[src/rtl/fifo_rptr_empty.sv]
// Read-side pointer/status block of the async FIFO: binary/Gray read pointer, empty, underflow.
// Define RPTR_LEVEL_EN to build the fill-level (rlevel) and almost-empty threshold logic.
module fifo_rptr_empty #(
    parameter int ADDRSIZE      = 4,
    parameter int AEMPTY_THRESH = 2
) (
    input  logic                rclk,
    input  logic                rrst_n,
    input  logic                rinc,
    input  logic [ADDRSIZE:0]   rq2_wptr,
    input  logic                rundf_clr,
    output logic [ADDRSIZE-1:0] raddr,
    output logic [ADDRSIZE:0]   rptr,
    output logic                rempty,
    output logic                raempty,
    output logic [ADDRSIZE:0]   rlevel,
    output logic                rundf
);

    logic [ADDRSIZE:0] rbin_reg;
    logic [ADDRSIZE:0] rbin_next;
    logic [ADDRSIZE:0] rgray_next;
    logic [ADDRSIZE:0] rptr_reg;
    logic              rempty_reg;
    logic              rempty_next;
    logic              raempty_reg;
    logic              raempty_next;
    logic              rundf_reg;
    logic              rundf_next;
    logic              rd_ok;

    assign rd_ok       = rinc & ~rempty_reg;
    assign rbin_next   = rbin_reg + {{ADDRSIZE{1'b0}}, rd_ok};
    assign rgray_next  = (rbin_next >> 1) ^ rbin_next;
    // Full-width compare: the MSB distinguishes empty from full.
    assign rempty_next = (rgray_next == rq2_wptr);
    // A refused read sets the flag; set takes priority over clear.
    assign rundf_next  = (rinc & rempty_reg) | (rundf_reg & ~rundf_clr);

`ifdef RPTR_LEVEL_EN
    localparam logic [ADDRSIZE:0] AEMPTY_LIM = (ADDRSIZE+1)'(AEMPTY_THRESH);

    logic [ADDRSIZE:0] wbin_s;
    logic [ADDRSIZE:0] level_next;
    logic [ADDRSIZE:0] rlevel_reg;

    generate
        for (genvar gi = 0; gi <= ADDRSIZE; gi++) begin : g_gray2bin
            assign wbin_s[gi] = ^rq2_wptr[ADDRSIZE:gi];
        end
    endgenerate

    // Synchronized write pointer lags, so this level can only under-report.
    assign level_next   = wbin_s - rbin_next;
    assign raempty_next = (level_next <= AEMPTY_LIM);

    always_ff @(posedge rclk or negedge rrst_n) begin
        if (!rrst_n) begin
            rlevel_reg <= '0;
        end else begin
            rlevel_reg <= level_next;
        end
    end

    assign rlevel = rlevel_reg;
`else
    assign raempty_next = rempty_next;
    assign rlevel       = '0;
`endif

    always_ff @(posedge rclk or negedge rrst_n) begin
        if (!rrst_n) begin
            rbin_reg    <= '0;
            rptr_reg    <= '0;
            rempty_reg  <= 1'b1;
            raempty_reg <= 1'b1;
            rundf_reg   <= 1'b0;
        end else begin
            rbin_reg    <= rbin_next;
            rptr_reg    <= rgray_next;
            rempty_reg  <= rempty_next;
            raempty_reg <= raempty_next;
            rundf_reg   <= rundf_next;
        end
    end

    assign raddr   = rbin_reg[ADDRSIZE-1:0];
    assign rptr    = rptr_reg;
    assign rempty  = rempty_reg;
    assign raempty = raempty_reg;
    assign rundf   = rundf_reg;

endmodule

[config.mk]
export PLATFORM = sky130hd
export DESIGN_NAME = fifo_rptr_empty
export DESIGN_NICKNAME = d
export VERILOG_FILES = /design/src/rtl/fifo_rptr_empty.sv
export SDC_FILE = /design/constraint.sdc
export NUM_CORES = 1
export LEC_CHECK = 0
export CORE_AREA = 2 2 39 41
export DETAILED_ROUTE_END_ITERATION = 8
export DIE_AREA = 0 0 41 43
export DONT_BUFFER_PORTS = 1
export GPL_TIMING_DRIVEN = 0
export SYNTH_ARGS = -nofsm -noshare
export SYNTH_HDL_FRONTEND = slang
export SYNTH_SLANG_ARGS = --single-unit
export TNS_END_PERCENT = 100
[constraint.sdc]
create_clock -name rclk -period 2.5 [get_ports rclk]
set_clock_uncertainty 0.1 [all_clocks]
set_input_delay 0.375 -clock rclk [delete_from_list [all_inputs] [get_ports rclk]]
set_output_delay 0.375 -clock rclk [all_outputs]
set_load 0.01 [all_outputs]
==> out/summary.txt, run 1 <==
# diodes -> 0
Die area -> 1760 um2
Gr ovfl total -> 0
WP buf/inv -> 1
First-pass GRT wire length -> 1470 um
# port buffers -> 0
Type of the worst setup path -> reg2reg
Worst Path Max Fanout -> 5
Area Overhead vs Synth -> 11.1%
Vias in the first global route -> 367
Clock sinks -> 11
CP most frequent cell -> ha_1
Tot GR Track Use -> 12.9%
Initial antenna violation count -> 0
Design Power -> 0.000989 W
Max FFs per register -> 5
Post-Route WL -> 945 um
Crit path capture type -> flop
Drt pass-1 iters -> 3
Mapped Area -> 643 um2
Total negative slack -> 0 ps
Final setup viols -> 0
Final Util -> 51.6%
Gpl congestion -> 0.687
CTS tree -> built
# fillers -> 126
Max stage delay on crit path -> 580 ps
Slowest-stage cell, CP -> dfstp_2
Worst path cell trace -> nor2b_1 > ha_1 > ha_1 > buf_2 > xnor3_1 > nor3_2 > o211ai_2 > a21oi_2
Postcts setup bufs -> 0
Final Hold Violating Endpoints -> 0
Delay-heaviest family, CP -> flip-flops
CTS root buf -> clkbuf_4
Final Slew Violations -> 0
Routed Antenna Nets -> 0
Hold slack -> 107 ps
Worst Path Required -> 2600 ps
DRC viols -> 0
Fmax -> 467 MHz
Avg Cell Area, Syn -> 11.5 um2
Share of cells above drive strength 1 -> 24.6%
RSZ-0062 raised after global routing -> false
DP HPWL -> 728 um
First DRT Iteration DRCs -> 3
Cell Pwr Density -> 1380 nW/um2
Max IR drop VDD -> 0.627 mV
Hold Crit Class -> in2reg
CTS Buf Count -> 3
Dpl cells -> 76
Leakage Power -> 0.345 nW
Non-filler cells, final -> 81
Starting Density -> 46.5%
Final nets -> 77
Yosys warns -> 0
Clk_lat worst skew -> 270 ps
Outcome -> complete, no violations
Max-cap violations -> 0
Io pins -> 26
Crit share post-route -> 85.7%
Die H -> 43 um
Die X -> 41 um
Unique masters post-synth -> 24
Clk pin slew, worst setup/hold paths -> 70 ps
Worst setup SP type -> flop
Max Buffers Root-to-Sink -> 2
# resized after CTS -> 0
Vias/cell -> 4.78
Flops & latches, synth -> 11
Htree depth -> 1
WP data arrival -> 2250 ps
Post-synthesis instance total -> 56
Post-synthesis sequential area ratio -> 43.0%
Via count -> 387
Final min period -> 2140 ps
Largest net degree at the start of global routing -> 12
Core ar. -> 1380 um2
Row count -> 14
DR WL/cell -> 11.7 um
## cell type report
cell class / count / area (um2) / share of cell area (%)
Buffer: 8 / 61.3 / 8.58
Clock buffer: 4 / 26.3 / 3.68
Inverter: 3 / 11.3 / 1.58
Multi-Input combinational cell: 38 / 309 / 43.3
Sequential cell: 11 / 277 / 38.7
Tap cell: 16 / 20.0 / 2.80
Timing Repair Buffer: 1 / 10.0 / 1.40
## worst paths after layout
kind	startpoint	end	slack [ps]	depth (start not counted)
max	raempty$_DFF_PN1_	raempty$_DFF_PN1_	360	8
min	rundf_clr	rundf$_DFF_PN0_	110	1
max reg2reg	raempty$_DFF_PN1_	raempty$_DFF_PN1_	360	8
min reg2reg	raempty$_DFF_PN1_	rundf$_DFF_PN0_	470	2
max in group asynchronous	rrst_n	raempty$_DFF_PN1_	1550	1
min in group asynchronous	rrst_n	rbin_reg[3]$_DFF_PN0_	400	1
## cells in the mapped netlist
library cell	instances	share of area, %
ha_1	2	3.9
a2bb2oi_1	1	1.4
buf_2	1	0.78
and3_1	1	0.97
o211ai_2	1	1.9
nor3_2	1	1.6
o21ai_0	1	0.78
dfstp_2	1	4.1
nand2_1	3	1.8
buf_6	1	1.8
a21boi_2	1	1.8
nor2b_1	1	0.97
dfrtp_1	10	39
nand3_1	3	2.3
a21oi_2	1	1.4
inv_1	3	1.8
buf_4	6	7.0
and2_1	1	0.97
xnor3_1	2	7.0
xnor2_1	7	9.5
xor2_1	5	6.8
conb_1	1	0.58
a21o_1	1	1.2
nand2b_1	1	0.97
## what timing repair did
action / CTS / global route
setup endpoints to repair: 0 / 0
hold endpoints to repair: 11 / 0
hold buffers: 1 / 0
## metrics by stage
stage | setup WS (ps) | area (um2)
after floorplan | 486 | 658
after global placement | 351 | 678
after detailed placement | 367 | 678
after CTS | 344 | 714
after global routing | 226 | 714
final | 358 | 714
## cell families after synthesis
group / after synthesis / share of synthesized area, %
AND/OR/NAND/NOR: 11 / 9.53
flip-flops: 11 / 43.0
AO/OA/AOI/OAI: 6 / 8.37
buffers and inverters: 11 / 11.3
XOR/XNOR: 14 / 23.3
adder cells (fa/ha/maj): 2 / 3.89
other: 1 / 0.583
## power by group
| group | internal (W) | switching [W] | total, W |
|---|---|---|---|
| combinational | 0.000254 | 0.000224 | 0.000477 |
| clock | 0.0000618 | 0.0000578 | 0.000120 |
| sequential | 0.000274 | 0.000118 | 0.000392 |
## layout by cell type, fill, tap and decap left out, types with 2 or more instances in the layout
master and instances:
buf_4 6, clkbuf_4 3, conb_1 5, dfrtp_1 10, ha_1 2, inv_1 3, nand2_1 3, nand3_1 3
xnor2_1 7, xnor3_1 2, xor2_1 5
## layer usage
| layer | part of all wire (%) | up-vias | global-route usage [%] |
|---|---|---|---|
| met1 | 41 | 176 | 14.7 |
| met3 | 11 | 5 | 6.28 |
| met2 | 44 | 20 | 18.4 |
| met5 | 0 | - | 0 |
| met4 | 3.6 | 0 | 8.00 |
| li1 | - | 186 | - |
Power figures use the tool's default switching activity.
==> run 2: changes to the inputs <==
- MAX_ROUTING_LAYER: unset -> met4
==> run 2 against run 1 <==
Net effect: register-to-register slack hardly changed; critical path depth stayed put; final cell count stayed put; final area stayed put; sequential power hardly changed; global-route usage is 0.32 points higher; total power hardly changed; combinational power hardly changed; non-clock buffer count stayed put; sequential share of layout area stayed put; via count is 0.26% lower; critical path type unchanged.
==> out/summary.txt, run 2 (synthesis results as in run 1) <==
Final Hold Violating Endpoints -> 0 (unchanged)
Outcome -> complete, no violations (unchanged)
Net Sw Frac -> 40.4% (about the same)
Design Power -> 0.000988 W (was 0.000989 W)
First-pass GRT wire length -> 1470 um (unchanged)
Area Overhead vs Synth -> 11.1% (unchanged)
DR WL/cell -> 11.5 um (was 11.7 um)
Via count -> 386 (was 387)
Cell Pwr Density -> 1380 nW/um2 (about the same)
Largest net degree at the start of global routing -> 12 (unchanged)
Clk pin slew, worst setup/hold paths -> 70 ps (about the same)
Worst Path Max Fanout -> 5 (unchanged)
Vias in the first global route -> 366 (was 367)
Final setup viols -> 0 (unchanged)
First DRT Iteration DRCs -> 3 (unchanged)
Routed Antenna Nets -> 0 (unchanged)
Hold Crit Class -> in2reg (unchanged)
Max Buffers Root-to-Sink -> 2 (unchanged)
Clk_lat worst skew -> 270 ps (about the same)
Worst setup SP type -> flop (unchanged)
Final nets -> 77 (unchanged)
Clock sinks -> 11 (unchanged)
DP HPWL -> 728 um (unchanged)
Io pins -> 26 (unchanged)
Int Power -> 0.000589 W (about the same)
Hold slack -> 107 ps (about the same)
Row count -> 14 (unchanged)
Max-cap violations -> 0 (unchanged)
Fmax -> 467 MHz (about the same)
Commonest non-fill, non-tap cell in the layout -> dfrtp_1 (unchanged)
Setup ws final -> 358 ps (about the same)
DRC viols -> 0 (unchanged)
Die X -> 41 um (unchanged)
Max FFs per register -> 5 (unchanged)
Worst Path Required -> 2600 ps (about the same)
Share of cells above drive strength 1 -> 24.6% (unchanged)
Crit share post-route -> 85.7% (about the same)
Type of the worst setup path -> reg2reg (unchanged)
# diodes -> 0 (unchanged)
Final Slew Violations -> 0 (unchanged)
Switching Power -> 0.000399 W (about the same)
Comb pwr share -> 48.3% (about the same)
RSZ-0062 raised after global routing -> false (unchanged)
Gr ovfl total -> 0 (unchanged)
CTS root buf -> clkbuf_4 (unchanged)
Total negative slack -> 0 ps (unchanged)
Vias/cell -> 4.77 (was 4.78)
Crit path capture type -> flop (unchanged)
Gpl congestion -> 0.694 (was 0.687)
Die H -> 43 um (unchanged)
Starting Density -> 46.5% (unchanged)
Commonest non-fill, non-tap cells in the layout -> dfrtp_1, xnor2_1, buf_4 (unchanged)
Final min period -> 2140 ps (about the same)
WP data arrival -> 2250 ps (about the same)
CTS tree -> built (unchanged)
CTS Buf Count -> 3 (unchanged)
Max IR drop VDD -> 0.627 mV (about the same)
Core ar. -> 1380 um2 (unchanged)
Drt pass-1 iters -> 3 (unchanged)
Clk network pwr share -> 12.1% (about the same)
Leakage Power -> 0.345 nW (unchanged)
Post-Route WL -> 935 um (was 945 um)
Die area -> 1760 um2 (unchanged)
Tot GR Track Use -> 13.2% (was 12.9%)
Sequential share of power -> 39.6% (about the same)
Initial antenna violation count -> 0 (unchanged)
# port buffers -> 0 (unchanged)
Htree depth -> 1 (unchanged)
Worst slack at placement -> 367 ps (unchanged)
## run 2: power groups by stage
stage                     logic, W  clock network [W]  registers, W
after CTS                 0.000484           0.000123      0.000395
after global placement    0.000474                  0      0.000395
after floorplan           0.000428                  0      0.000379
after detailed placement  0.000478                  0      0.000398
final                     0.000477           0.000120      0.000391
after global routing      0.000536           0.000134      0.000411
## run 2: what timing repair did
action / in CTS / in global routing
buffers inserted: 0 / 0
hold endpoints to repair: 11 / 0
resized for setup: 0 / 0
hold buffers: 1 / 0
## run 2: final timing paths
check	from	end	slack, ps	cells past startpoint
min in group asynchronous	rrst_n	rbin_reg[3]$_DFF_PN0_	400	1
hold reg to reg	raempty$_DFF_PN1_	rundf$_DFF_PN0_	470	2
setup / recovery	raempty$_DFF_PN1_	raempty$_DFF_PN1_	360	8
hold / removal	rundf_clr	rundf$_DFF_PN0_	110	1
max in group asynchronous	rrst_n	raempty$_DFF_PN1_	1550	1
setup reg to reg	raempty$_DFF_PN1_	raempty$_DFF_PN1_	360	8
## run 2: per-layer routing
metal / global-route usage (%) / part of all wire, % / vias up
li1: - / - / 186
met2: 18.4 / 44 / 20
met5: - / 0 / -
met1: 14.7 / 41 / 175
met4: 8.00 / 3.6 / 0
met3: 6.28 / 11 / 5
## run 2: metrics by stage
stage	std cells	area [um2]	util [%]
6_report	81	714	51.6
5_1_grt	81	714	51.6
4_1_cts	81	714	51.6
3_5_place_dp	76	678	49.0
3_3_place_gp	76	678	49.0
2_1_floorplan	60	658	-
## run 2: cell type report
cell class	count	area [um2]
inverters	3	11.3
flip-flops and latches	11	277
plain buffers	8	61.3
fillers	126	669
repair buffers	1	10.0
well taps	16	20.0
clock buffers	4	26.3
multi-input cells	38	309
## run 2: worst max-delay path, cell delays in order (launching register included)
cell,delay (ps)
dfstp_2,580
nor2b_1,70
ha_1,220
ha_1,190
buf_2,150
xnor3_1,360
nor3_2,180
o211ai_2,110
a21oi_2,110
==> run 3: changes to the inputs <==
- CORE_AREA: 2 2 39 41 -> 8 8 45 47
- DIE_AREA: 0 0 41 43 -> 0 0 53 55
==> run 3 against run 2 <==
Net effect: sequential share of layout area unchanged; largest cell class unchanged; via count decreased by 2.8%; first-iteration DRC count increased by 67%; final cell count unchanged; combinational power increased by 4.2%; final area unchanged; sequential power increased by 1%; count of clock-buffer cells in the layout unchanged; total power increased by 2.3%; global-route usage decreased by 4.4 points; hold slack improved by 17 ps; flip-flop and latch count unchanged.
==> out/summary.txt, run 3 (synthesis results as in run 1) <==
Worst setup SP type -> flop (unchanged)
R2r setup slk -> 340 ps (was 360 ps)
Largest net degree at the start of global routing -> 12 (unchanged)
Share of cells above drive strength 1 -> 24.6% (unchanged)
Initial antenna violation count -> 0 (unchanged)
Max IR drop VDD -> 0.661 mV (was 0.627 mV)
Reg2Reg Depth -> 8 (unchanged)
# port buffers -> 0 (unchanged)
Routed Antenna Nets -> 0 (unchanged)
Non-filler cells, final -> 81 (unchanged)
Drt pass-1 iters -> 4 (was 3)
DP HPWL -> 982 um (was 728 um)
Hold Crit Class -> in2reg (unchanged)
Gpl congestion -> 0.747 (was 0.694)
Outcome -> complete, no violations (unchanged)
Htree depth -> 1 (unchanged)
Cell Pwr Density -> 1420 nW/um2 (was 1380 nW/um2)
CTS tree -> built (unchanged)
Slowest-stage cell, CP -> dfstp_2 (unchanged)
Row count -> 14 (unchanged)
Io pins -> 26 (unchanged)
CP startpoint -> raempty$_DFF_PN1_ (unchanged)
Clock sinks -> 11 (unchanged)
Max-cap violations -> 0 (unchanged)
Commonest non-fill, non-tap cells in the layout -> dfrtp_1, xnor2_1, buf_4 (unchanged)
Commonest non-fill, non-tap cell in the layout -> dfrtp_1 (unchanged)
RSZ-0062 raised after global routing -> false (unchanged)
Die area -> 2920 um2 (was 1760 um2)
Crit path capture type -> flop (unchanged)
Type of the worst setup path -> reg2reg (unchanged)
Vias/cell -> 4.63 (was 4.77)
Final setup viols -> 0 (unchanged)
Starting Density -> 46.5% (unchanged)
# diodes -> 0 (unchanged)
# fillers -> 132 (was 126)
# resized after CTS -> 0 (unchanged)
Leakage Power -> 0.345 nW (unchanged)
Fmax -> 463 MHz (was 467 MHz)
Die X -> 53 um (was 41 um)
Core ar. -> 1380 um2 (unchanged)
Tot GR Track Use -> 8.82% (was 13.2%)
First DRT Iteration DRCs -> 5 (was 3)
Dpl cells -> 76 (unchanged)
CP most frequent cell -> ha_1 (unchanged)
DR WL/cell -> 14.7 um (was 11.5 um)
Final Hold Violating Endpoints -> 0 (unchanged)
Multi-input logic area -> 309 um2 (unchanged)
CTS root buf -> clkbuf_4 (unchanged)
Vias in the first global route -> 364 (was 366)
Reg-to-reg endpoint -> raempty$_DFF_PN1_ (unchanged)
Worst setup endpoint -> raempty$_DFF_PN1_ (unchanged)
Final nets -> 77 (unchanged)
Worst Path Required -> 2600 ps (about the same)
Max Buffers Root-to-Sink -> 2 (unchanged)
Crit share post-route -> 86.3% (was 85.7%)
Max stage delay on crit path -> 580 ps (about the same)
WP data arrival -> 2260 ps (was 2250 ps)
Die H -> 55 um (was 43 um)
Register area -> 277 um2 (unchanged)
Via count -> 375 (was 386)
Clk pin slew, worst setup/hold paths -> 70 ps (about the same)
Gr ovfl total -> 0 (unchanged)
RR Startpoint -> raempty$_DFF_PN1_ (unchanged)
Worst Path Max Fanout -> 5 (unchanged)
CTS Buf Count -> 3 (unchanged)
Final min period -> 2160 ps (was 2140 ps)
Area Overhead vs Synth -> 11.1% (unchanged)
Worst path cell trace -> nor2b_1 > ha_1 > ha_1 > buf_2 > xnor3_1 > nor3_2 > o211ai_2 > a21oi_2 (unchanged)
Post-Route WL -> 1190 um (was 935 um)
Final Slew Violations -> 0 (unchanged)
First-pass GRT wire length -> 1740 um (was 1470 um)
DRC viols -> 0 (unchanged)
Clk_lat worst skew -> 260 ps (was 270 ps)
Max FFs per register -> 5 (unchanged)
Total negative slack -> 0 ps (unchanged)
[run 3: layout make-up]
cell class,instances,area share [%]
plain buffers,8,8.58
inverters,3,1.58
repair buffers,1,1.40
clock buffers,4,3.68
flip-flops and latches,11,38.7
multi-input cells,38,43.3
well taps,16,2.80
[run 3: power breakdown]
| part | switching (W) | leakage, nW | internal [W] | total, W |
|---|---|---|---|---|
| combinational | 0.000243 | 0.201 | 0.000254 | 0.000497 |
| sequential | 0.000121 | 0.130 | 0.000273 | 0.000395 |
| clock | 0.0000575 | 0.0150 | 0.0000616 | 0.000119 |
[run 3: through the flow]
stage          hold slack, ps  cell area, um2  utilization, %  power [W]  setup WS [ps]
2_1_floorplan           -20.6             658               -   0.000808            486
6_report                  124             714            51.6    0.00101            342
5_1_grt                   108             714            51.6    0.00110            191
3_5_place_dp            -20.3             678            49.0   0.000903            337
3_3_place_gp            -20.3             678            49.0   0.000876            350
4_1_cts                   108             714            51.6    0.00103            317
[run 3: worst max-delay path, delay by kind of cell (launching register included)]
kind / cells / cell delay [ps]
AO/OA/AOI/OAI: 2 / 230
XOR/XNOR: 1 / 370
adder cells (fa/ha/maj): 2 / 410
buffers and inverters: 1 / 160
flip-flops: 1 / 580
AND/OR/NAND/NOR: 2 / 250
[run 3: worst min path at each step]
stage | slack (ps) | from | cells after the start | end
5_1_grt | 110 | rundf_clr | 1 | rundf$_DFF_PN0_
4_1_cts | 110 | rundf_clr | 1 | rundf$_DFF_PN0_
6_report | 120 | rundf_clr | 1 | rundf$_DFF_PN0_
3_5_place_dp | -20 | rrst_n | 0 | rptr[2]$_DFF_PN0_
2_1_floorplan | -20 | rrst_n | 0 | rbin_reg[0]$_DFF_PN0_
3_3_place_gp | -20 | rrst_n | 0 | rptr[0]$_DFF_PN0_
[run 3: routing by layer]
layer,part of all wire (%),GRT usage [%],vias to the layer above,wire [um]
met3,9.8,3.21,2,116
met2,48,13.1,17,572
met4,0.84,6.47,0,10
met5,0,-,-,0
li1,-,-,188,-
met1,41,9.55,168,489
[run 3: repair_timing]
item	CTS	global route
hold endpoints to repair	11	0
hold buffers	1	0
endpoints found under the setup margin	0	0
buffers inserted	0	0
